`config.mk`:
```
export PLATFORM = sky130hd
export DESIGN_NAME = icache_ctrl
export DESIGN_NICKNAME = d
export VERILOG_FILES = /design/src/rtl/icache_ctrl.sv
export SDC_FILE = /design/constraint.sdc
export NUM_CORES = 1
export LEC_CHECK = 0
export BUFFER_PORTS_ARGS = -buffer_cell sky130_fd_sc_hd__buf_2
export CAP_MARGIN = 20
export CORE_AREA = 3 3 363 365
export CTS_BUF_LIST = sky130_fd_sc_hd__clkbuf_16
export CTS_CLUSTER_DIAMETER = 80
export DETAILED_ROUTE_END_ITERATION = 12
export DIE_AREA = 0 0 366 368
export GPL_TIMING_DRIVEN = 1
export PLACE_DENSITY = 0.31
export SLEW_MARGIN = 20
export SYNTH_ARGS = -nofsm -noshare
export SYNTH_HDL_FRONTEND = slang
export SYNTH_SLANG_ARGS = --single-unit
```
`constraint.sdc`:
```
create_clock -name clk -period 2.85 [get_ports clk]
set_clock_uncertainty 0.2 [all_clocks]
set_input_delay 0.855 -clock clk [delete_from_list [all_inputs] [get_ports clk]]
set_output_delay 0.855 -clock clk [all_outputs]
set_load 0.02 [all_outputs]
```
`src/rtl/icache_ctrl.sv`:
```
// icache_ctrl -- sequencing controller for a direct-mapped, 256-set
// instruction cache (one 256-bit data-line RAM + one {valid,tag} RAM).
//
// Serializes three kinds of RAM traffic so the RAMs never see a read and a
// write in the same cycle:
//   - post-reset valid-clear sweep (INIT, 256 cycles)
//   - CPU lookup reads (IDLE -> LOOKUP)
//   - refill writes after a miss (ASKMEM -> WAITMEM -> REFILL)
//
// Ports:
//   clk, reset              clock (rising edge), async active-low reset
//   cpu_req_*/cpu_addr      fetch request (valid/ready)
//   cpu_rsp_*               one-cycle response pulse + instruction word
//   ram_rd_*                read strobe/set, line + {valid,tag} one cycle later
//   ram_wr_*                write strobe/set/line/{valid,tag}
//   mem_req_*/mem_addr      line-read request to the memory bus
//   mem_rsp_*               refill line from the memory bus
//
// Optional feature: define ICACHE_PERF_CNT_EN to add 32-bit hit_cnt and
// miss_cnt outputs, counting LOOKUP hits and misses (wrapping).
module icache_ctrl #(
    parameter int ADDR_W   = 32,
    parameter int INDEX_W  = 8,
    parameter int OFFSET_W = 5,
    parameter int TAG_W    = ADDR_W - INDEX_W - OFFSET_W
) (
    input  logic               clk,
    input  logic               reset,
    input  logic               cpu_req_valid,
    output logic               cpu_req_ready,
    input  logic [ADDR_W-1:0]  cpu_addr,
    output logic               cpu_rsp_valid,
    output logic [31:0]        cpu_rsp_data,
    output logic               ram_rd_en,
    output logic [INDEX_W-1:0] ram_rd_addr,
    input  logic [255:0]       ram_rd_line,
    input  logic [TAG_W:0]     ram_rd_tagv,
    output logic               ram_wr_en,
    output logic [INDEX_W-1:0] ram_wr_addr,
    output logic [255:0]       ram_wr_line,
    output logic [TAG_W:0]     ram_wr_tagv,
    output logic               mem_req_valid,
    input  logic               mem_req_ready,
    output logic [ADDR_W-1:0]  mem_addr,
    input  logic               mem_rsp_valid,
    input  logic [255:0]       mem_rsp_data
`ifdef ICACHE_PERF_CNT_EN
    ,
    output logic [31:0]        hit_cnt,
    output logic [31:0]        miss_cnt
`endif
);

    localparam logic [2:0] S_INIT    = 3'd0;
    localparam logic [2:0] S_IDLE    = 3'd1;
    localparam logic [2:0] S_LOOKUP  = 3'd2;
    localparam logic [2:0] S_ASKMEM  = 3'd3;
    localparam logic [2:0] S_WAITMEM = 3'd4;
    localparam logic [2:0] S_REFILL  = 3'd5;

    logic [2:0]         state;
    logic [INDEX_W-1:0] sweep_cnt;
    logic [ADDR_W-1:0]  req_addr;
    logic [7:0][31:0]   line_buf;
    logic [7:0][31:0]   rd_words;

    logic [TAG_W-1:0]   req_tag;
    logic [INDEX_W-1:0] req_index;
    logic [2:0]         word_sel;
    logic               accept;
    logic               hit;

    assign req_tag   = req_addr[ADDR_W-1:OFFSET_W+INDEX_W];
    assign req_index = req_addr[OFFSET_W+INDEX_W-1:OFFSET_W];
    assign word_sel  = req_addr[OFFSET_W-1:2];
    assign rd_words  = ram_rd_line;

    // Byte offset within the word never matters for word fetches.
    logic unused_lsb;
    assign unused_lsb = ^req_addr[1:0];

    assign cpu_req_ready = (state == S_IDLE);
    assign accept        = cpu_req_ready && cpu_req_valid;
    assign hit           = ram_rd_tagv[TAG_W] && (ram_rd_tagv[TAG_W-1:0] == req_tag);

    // Lookup read is issued in the accept cycle straight from cpu_addr.
    assign ram_rd_en   = accept;
    assign ram_rd_addr = cpu_addr[OFFSET_W+INDEX_W-1:OFFSET_W];

    // Reset gates the write strobe so INIT's state value never writes while
    // reset is held, and an in-flight refill write is dropped immediately.
    assign ram_wr_en   = ((state == S_INIT) || (state == S_REFILL)) && reset;
    assign ram_wr_addr = (state == S_INIT) ? sweep_cnt : req_index;
    assign ram_wr_line = (state == S_INIT) ? '0 : line_buf;
    assign ram_wr_tagv = (state == S_INIT) ? '0 : {1'b1, req_tag};

    assign mem_req_valid = (state == S_ASKMEM);
    // Derived from the latched request, so it is stable through ASKMEM.
    assign mem_addr      = {req_addr[ADDR_W-1:OFFSET_W], {OFFSET_W{1'b0}}};

    always_ff @(posedge clk or negedge reset) begin
        if (!reset) begin
            state         <= S_INIT;
            sweep_cnt     <= '0;
            req_addr      <= '0;
            line_buf      <= '0;
            cpu_rsp_valid <= 1'b0;
            cpu_rsp_data  <= '0;
        end else begin
            cpu_rsp_valid <= 1'b0;
            case (state)
                S_INIT: begin
                    sweep_cnt <= sweep_cnt + 1'b1;
                    if (sweep_cnt == '1) state <= S_IDLE;
                end
                S_IDLE: begin
                    if (accept) begin
                        req_addr <= cpu_addr;
                        state    <= S_LOOKUP;
                    end
                end
                S_LOOKUP: begin
                    if (hit) begin
                        cpu_rsp_data  <= rd_words[word_sel];
                        cpu_rsp_valid <= 1'b1;
                        state         <= S_IDLE;
                    end else begin
                        state <= S_ASKMEM;
                    end
                end
                S_ASKMEM: begin
                    if (mem_req_ready) state <= S_WAITMEM;
                end
                S_WAITMEM: begin
                    if (mem_rsp_valid) begin
                        line_buf <= mem_rsp_data;
                        state    <= S_REFILL;
                    end
                end
                S_REFILL: begin
                    cpu_rsp_data  <= line_buf[word_sel];
                    cpu_rsp_valid <= 1'b1;
                    state         <= S_IDLE;
                end
                default: state <= S_INIT;
            endcase
        end
    end

`ifdef ICACHE_PERF_CNT_EN
    always_ff @(posedge clk or negedge reset) begin
        if (!reset) begin
            hit_cnt  <= '0;
            miss_cnt <= '0;
        end else if (state == S_LOOKUP) begin
            if (hit) hit_cnt  <= hit_cnt + 1'b1;
            else     miss_cnt <= miss_cnt + 1'b1;
        end
    end
`endif

endmodule

```
=== After elaboration in Yosys (flattened, before gate mapping) ===
Index checks and enable logic that the tools add are counted.

* Flip-flop bits (word level): 332
* Input port bits: 569
* Word-level logic and storage cells: 54

* Mux-type cells: 17
* Add/sub/neg operators: 1
* Eq/ne operators: 12
* Reductions and logical operators: 10
* Order comparisons: 1

{| class="wikitable"
|+ Operator list
! cell !! count
|-
| $mux 256 || 1
|-
| $bmux 32 s3 || 2
|-
| $mux 32 || 3
|-
| $pmux 32 s2 || 1
|-
| $mux 20 || 1
|-
| $eq 19x19->1 || 1
|-
| $pmux 3 s6 || 1
|-
| $mux 3 || 4
|-
| $add 8x1->8 const B || 1
|-
| $eq 8x8->1 const B || 1
|-
| $mux 8 || 1
|-
| $eq 3x2->1 const B || 2
|-
| $eq 3x3->1 const B || 2
|-
| $ne 2x1->1 const B || 3
|-
| $reduce_and 2->1 || 3
|-
| $lt 3x4->1 const B || 1
|-
| $ne 2x2->1 const B || 2
|-
| $reduce_and 4->1 || 1
|-
| $eq 3x1->1 const B || 1
|-
| $logic_and 1x1->1 || 3
|-
| $logic_not 3->1 || 1
|-
| $mux 2 || 1
|-
| $pmux 1 s2 || 1
|-
| $reduce_bool 2->1 || 1
|-
| 2 further kinds || 2
|}

=== Depth between registers and ports, before layout ===
Gate-level depths: netlist of the first run.

* Word-level depth: 4
* Gate-level depth with buffers: 8

=== Worst setup path after synthesis of the first run ===
Ideal clock, no wire load.

* Path type: flip-flop to output port
* From: reg state[1]
* To: out ram_wr_addr[2]
* Cell stages (with the launch flop): 8
* Setup slack: 0.156 ns
* Path buffers: 4
* Arrival: 1.639 ns
* Cells stage by stage: dfrtp_1 buf_2 nor3_1 clkbuf_1 buf_2 buf_2 nand2_1 nand2_1

* Longest elaborated chain between the ends: 2

{| class="wikitable"
|+ RTL lines
! element !! line !! source
|-
| from (decl) || 61 || <nowiki>logic [2:0] state;</nowiki>
|-
| from (signal assigned) || 103 || <nowiki>state <= S_INIT;</nowiki>
|-
| from (signal assigned) || 114 || <nowiki>if (sweep_cnt == '1) state <= S_IDLE;</nowiki>
|-
| from (signal assigned) || 119 || <nowiki>state <= S_LOOKUP;</nowiki>
|-
| $logic_not 3->1 || 93 || <nowiki>assign ram_wr_addr = (state == S_INIT) ? sweep_cnt : req_index;</nowiki>
|-
| $mux 8 || 93 ||
|-
| to (decl) || 39 || <nowiki>output logic [INDEX_W-1:0] ram_wr_addr,</nowiki>
|}

No other way between the ends.

=== Final worst setup path of the first run ===
* From: reg state[2]
* To: out ram_wr_line[29]

* Longest elaborated chain between the ends: 2

{| class="wikitable"
|+ RTL lines
! element !! line !! source
|-
| $logic_not 3->1 || 94 || <nowiki>assign ram_wr_line = (state == S_INIT) ? '0 : line_buf;</nowiki>
|-
| $mux 256 || 94 ||
|-
| to (decl) || 40 || <nowiki>output logic [255:0] ram_wr_line,</nowiki>
|}

No other way between the ends.

==> results of run 1 <==
==> power by group <==
| part | switching (mW) | internal [mW] | leakage [nW] |
|---|---|---|---|
| clock | 2.46 | 3.58 | 0.811 |
| sequential | 2.07 | 6.87 | 4.13 |
| combinational | 11.4 | 9.62 | 8.30 |
==> final cells by class <==
| cell class | instances | area share |
|---|---|---|
| clock buffer | 51 | 0.0453 |
| tap | 1742 | 0.0773 |
| antenna | 26 | 0.00231 |
| multi-input combinational | 917 | 0.343 |
| clock inverter | 37 | 0.00998 |
| sequential | 330 | 0.293 |
| inverter | 3 | 0.000399 |
| timing repair buffer | 1030 | 0.228 |
==> critical path: stages (launching register included) <==
cell and delay (ps):
dfrtp_1 400, nor3_4 240, buf_6 140, buf_12 140, buf_12 150, clkbuf_16 170, nor2b_1 50, buf_4 160
==> stage by stage <==
stage               area [µm²]  power [mW]  hold WS (ps)  setup TNS, ps
global route             28200        38.2          38.9         -98510
floorplan                18600        20.1           259              0
finish                   28200        36.0          56.0         -62050
detailed placement       25700        28.8           289         -11880
CTS                      27700        36.2          9.74         -92220
global placement         25700        28.7           285         -13050
==> layer usage <==
metal	up-vias	GRT usage	wire length (µm)
met2	663	0.262	52700
met1	8078	0.166	39300
met4	26	0.0647	4400
met3	170	0.0415	6950
li1	6957	-	-
met5	-	0	164
==> final timing paths <==
path	startpoint	end	slack, ps	cells after the start
min in group clk	mem_rsp_data[115]	line_buf[115]	280	2
hold reg to reg	cpu_rsp_data[28]	cpu_rsp_data[28]	300	1
max in group asynchronous	reset	req_addr[4]	1100	3
setup / recovery	state[2]	ram_wr_line[29]	-300	7
setup reg to reg	req_addr[27]	cpu_rsp_data[9]	110	7
hold / removal	reset	sweep_cnt[1]	60	2
==> placed cells by master, fill, tap and decap left out, drive strengths merged, types with 2 or more instances in the layout <==
cell type,synthesis,final
inv,3,19
nand4,3,3
and2,3,3
nor2b,275,275
nand3b,2,2
buf,98,1027
and3,5,5
mux4,128,128
nor4,4,4
bufinv,0,4
mux2,317,317
nand3,2,2
xnor2,9,9
xor2,17,17
clkinv,0,16
nor2,4,4
nand2,65,65
clkbuf,55,54
conb,1,5
a22oi,64,64
nor3,2,2
dfrtp,330,330
diode,0,26
==> state kept, by name (all words and copies together) (netlist names) <==
register       cells
state              3
cpu_rsp_valid      1
line_buf         256
req_addr          30
sweep_cnt          8
cpu_rsp_data      32
==> kinds of logic (layout without fill, tap and decap cells) <==
kind of cell             Yosys count  count (layout)
multiplexers                     445             445
AND/OR/NAND/NOR                  367             367
flip-flops                       330             330
buffers and inverters            156            1121
AO/OA/AOI/OAI                     73              73
XOR/XNOR                          26              26
adder cells (fa/ha/maj)            1               1
other                              1              31
==> what timing repair did <==
action,CTS,global route
resized for setup,65,118
setup buffers,10,0
pin swaps,1,1
endpoints found under the setup margin,289,288
cloned,5,3
==> impl_metrics.yaml, run 1 <==
synthesis:
  synth.cells.most_frequent: "330 x dfrtp_1, 305 x mux2_2, 275 x nor2b_1"
  post_synth_xor_area_fraction: 0.0123
  synth_top_cell_area_share: 0.445
  synth_simple_gate_area_share: 0.114
  synth_top_cell_by_area: "dfrtp_1"
  count_leader_synth: "dfrtp_1"
  synthFlopType: "dfrtp_1"
  main_combinational_cell_family_by_area_after_synthesis: "multiplexers"
  async_flop_share: 1.00
  synthMuxAreaShare: 0.350
  synth_cells: 1399
  avgSynthCellArea_um2: 13.3
  share_of_the_synthesized_area_in_compound_gates_ao_oa_aoi_oai: 0.0302
  synth_enable_flop_cells: 0
  yosys.cell_types.count: 38
  synth_top_cells_by_area: "dfrtp_1 44%, mux2_2 18%, mux4_2 16%, nor2b_1 9.3%, buf_4 2.6%"
  yosys_warnings: 0
  post_synth_fa_ha_maj_area_fraction: 0.000674
  yosys_register_bits: 330
  yosysSeqAreaShare: 0.445
  post_synth_instance_area_um2: 18600
worst_setup_path:
  crit_path_start_kind: "flop"
  crit_path_max_fanout: 8
  worst_ep_arrival_time_ps: 2090
  cp-end-kind: "output port"
  critical_path_class: "reg2out"
  cp.required_ps: 1800
detailed_routing:
  routed_wl_um: 104000
  detailedRoute.firstIterationViolations: 637
  drt-wirelength-per-cell_um: 25.0
  first_pass_iters: 4
  post-route-drc-count: 0
  via_per_inst: 3.84
  via_count: 15900
  ant_nets: 0
global_route:
  antenna_violations_before_repair: 45
  total_routing_usage_reported_by_global_routing: 0.148
  grt_first_pass_wirelength_um: 142000
  number_of_global_route_vias_before_repair: 18000
  grt_start_max_net_pins: 121
  global_route_congestion_overflow_total: 0
final_layout:
  n_fill_cell: 14200
  post_layout_nonfiller_instances: 4136
  num-nets-final: 2902
  post_route_cells_drive_above_1_share: 0.668
  multi_input_area_um2: 9680
  finalCoreUtilization: 0.218
  area.growth.synth_to_final_pct: 51.9
  final-seq-area_um2: 8270
power:
  max-vdd-ir-drop_uv: 457
  power_per_cell_area_nw_per_um2: 1280
  leakagePower_nw: 13.2
placed_design:
  post-place-ws_ps: -417
  io_buffer_count: 922
  place_hpwl_um: 82700
  globalplace.congestion: 0.951
  placed_cells_incl_taps: 4004
timing:
  worst-slew-pin-transition_ps: 908
  finalCriticalPeriod_ps: 3150
  maxSlewViolCount: 0
  final.period_utilization: 1.10
  timing.fmax_mhz: 318
  timing_hold_violations_final: 0
  slew_limit_headroom: 0.394
  finalSetupViolCount: 285
  rsz_0062_raised_after_global_routing: "true"
  final.setup.worst_slack_ps: -295
die:
  initial_core_util: 0.144
  fp.coreArea_um2: 129000
  die_area_um2: 135000
  core.rowCount: 132
  pin_count: 930
  die_h_um: 368
  die_w_um: 366
status:
  failed_checks: "negative setup slack"
  run_status: "finished, violations left"
clock_tree:
  worstSkewPairLatency_ps: 600
  cts_root_buf: "clkbuf_16"
  clock_tree_from_tritoncts: "done"
  clk_path_buf_depth: 3
  cts.clk_slew.worst_paths_ps: 50
  tritoncts.num_buffers: 50
  h-tree-depth: 2
  cts_sinks: 330
  cts_hold_repair.buffers: 0
min_path:
  path_category_of_the_worst_min_delay_check: "in2async"
flow_run:
  maxCapViolCount: 0
No activity file was read; power rests on OpenSTA's default activity.
==> inputs of run 2 (changes only) <==
- RECOVER_POWER: unset -> 50
==> impl_metrics.yaml, run 2 (synthesized netlist as in run 1, its figures left out) <==
status:
  run_status: "finished, violations left"
  failed_checks: "max-capacitance violations, max-slew violations, negative setup slack"
die:
  pin_count: 930
  die_h_um: 368
  die_area_um2: 135000
  core.rowCount: 132
  initial_core_util: 0.144
  fp.coreArea_um2: 129000
  die_w_um: 366
power:
  swShare: 0.443
  max-vdd-ir-drop_uv: 464
  seqPwrFrac: 0.248
  p_switching_mw: 15.9
  leakagePower_nw: 13.2
  combinationalPowerShare: 0.584
  cell_internal_pwr_mw: 20.0
  power_per_cell_area_nw_per_um2: 1280
  p_clk_frac: 0.168
worst_setup_path:
  crit_path_start_kind: "flop"
  cp.required_ps: 1800
  worstPathCellList: "nor3_4 > buf_6 > buf_12 > buf_12 > clkbuf_16 > nor2b_1 > buf_4"
  worst_path_dominant_cell_family: "buffers and inverters"
  path_buf_inv: 5
  cp-end-kind: "output port"
  worst_ep_arrival_time_ps: 2090
  critical_path_class: "reg2out"
  critPathMostFrequentCell: "buf_12"
  critical_path.slowest_cell: "dfrtp_1"
  worst_path_largest_cell_delay_ps: 400
  crit_path_max_fanout: 8
detailed_routing:
  post-route-drc-count: 0
  via_per_inst: 3.84
  drt-wirelength-per-cell_um: 25.0
  detailedRoute.firstIterationViolations: 621
  routed_wl_um: 104000
  via_count: 15900
  ant_nets: 0
  first_pass_iters: 5
placed_design:
  place_hpwl_um: 82700
  post-place-ws_ps: -417
  globalplace.congestion: 0.951
  io_buffer_count: 922
  postPlaceCellArea_um2: 25700
final_layout:
  num-nets-final: 2902
  post_route_cells_drive_above_1_share: 0.668
  n_fill_cell: 14200
  largest_register_ffs: 256
  reg.largest.list: "line_buf (256), cpu_rsp_data (32), req_addr (30)"
  finalInstanceArea_um2: 28200
  mostFrequentLayoutCell: "buf_2"
  largest-register: "line_buf"
  area.growth.synth_to_final_pct: 51.6
  layout_common_cells: "843 x buf_2, 328 x dfrtp_1, 305 x mux2_2, 244 x nor2b_1, 128 x mux4_2"
flow_run:
  maxCapViolCount: 1
timing:
  final.hold.worst_slack_ps: 276
  final.period_utilization: 1.10
  slew_limit_headroom: -0.372
  timing_hold_violations_final: 0
  finalCriticalPeriod_ps: 3150
  final.setup.worst_slack_ps: -298
  maxSlewViolCount: 66
  worst-slew-pin-transition_ps: 2060
  finalSetupViolCount: 350
  timing.fmax_mhz: 318
  rsz_0062_raised_after_global_routing: "true"
global_route:
  grt_first_pass_wirelength_um: 142000
  global_route_congestion_overflow_total: 0
  met3_usage: 0.0415
  grtUsageMet2: 0.262
  number_of_global_route_vias_before_repair: 18000
  met1_usage: 0.166
  most_crowded_layer_gr: "met2"
  grt_start_max_net_pins: 121
  antenna_violations_before_repair: 45
  total_routing_usage_reported_by_global_routing: 0.148
clock_tree:
  cts.clk_slew.worst_paths_ps: 60
  cts_root_buf: "clkbuf_16"
  h-tree-depth: 2
  clock_tree_from_tritoncts: "done"
  clk_path_buf_depth: 3
  worstSkewPairLatency_ps: 600
  tritoncts.num_buffers: 50
  cts_sinks: 330
min_path:
  path_category_of_the_worst_min_delay_check: "in2reg"
## run 2: per-layer routing
layer  part of all wire  wire length, µm
met4              0.043             4480
met5             0.0016              167
met1               0.38            39500
met2               0.51            52700
met3              0.065             6700
## run 2: layout make-up
type,instances,area [µm²],share of cell area
flip-flops and latches,330,8270,0.294
repair buffers,1030,6390,0.227
clock inverters,37,282,0.0100
diodes,25,62.6,0.00222
multi-input cells,917,9680,0.344
inverters,3,11.3,0.000400
clock buffers,51,1280,0.0453
well taps,1742,2180,0.0774
## run 2: power by group through the flow
stage | Combinational, mW | Sequential (mW) | Clock (mW)
floorplan | 11.9 | 8.21 | 0
CTS | 20.8 | 8.99 | 6.33
finish | 21.0 | 8.93 | 6.03
global placement | 19.7 | 8.99 | 0
global route | 22.4 | 9.26 | 6.52
detailed placement | 19.7 | 9.04 | 0
## run 2: what timing repair did
action,CTS,global route
buffers inserted,10,0
endpoints found under the hold margin,0,0
gates resized for setup,65,118
hold buffers,0,0
pin swaps,1,1
endpoints found under the setup margin,289,288
cloned,5,3
## run 2: final timing paths
kind                            depth (start not counted)          endpoint  slack (ps)               from
worst max-delay path                                    7   ram_wr_line[29]        -300           state[2]
worst min-delay path                                    2     line_buf[115]         280  mem_rsp_data[115]
worst max register to register                          7   cpu_rsp_data[9]         100       req_addr[27]
worst min register to register                          1  cpu_rsp_data[28]         300   cpu_rsp_data[28]
max in group asynchronous                               3       req_addr[4]        -110              reset
min in group asynchronous                               2     line_buf[113]         820              reset
## run 2: through the flow
step	utilization	std cells	total power [mW]	setup TNS, ps
6_report	0.218	4135	36.0	-63630
5_1_grt	0.218	4123	38.2	-168030
4_1_cts	0.214	4107	36.2	-92220
3_5_place_dp	0.199	4004	28.8	-11880
3_3_place_gp	0.199	4004	28.7	-13050
2_1_floorplan	-	1403	20.1	0
## run 2: worst register-to-register path: stages, from the launching register on
cell and delay [ps]:
dfrtp_1 440, xor2_1 200, nor4_1 420, buf_4 180, nand3_1 150, o31ai_4 390
buf_12 230, mux2_2 430
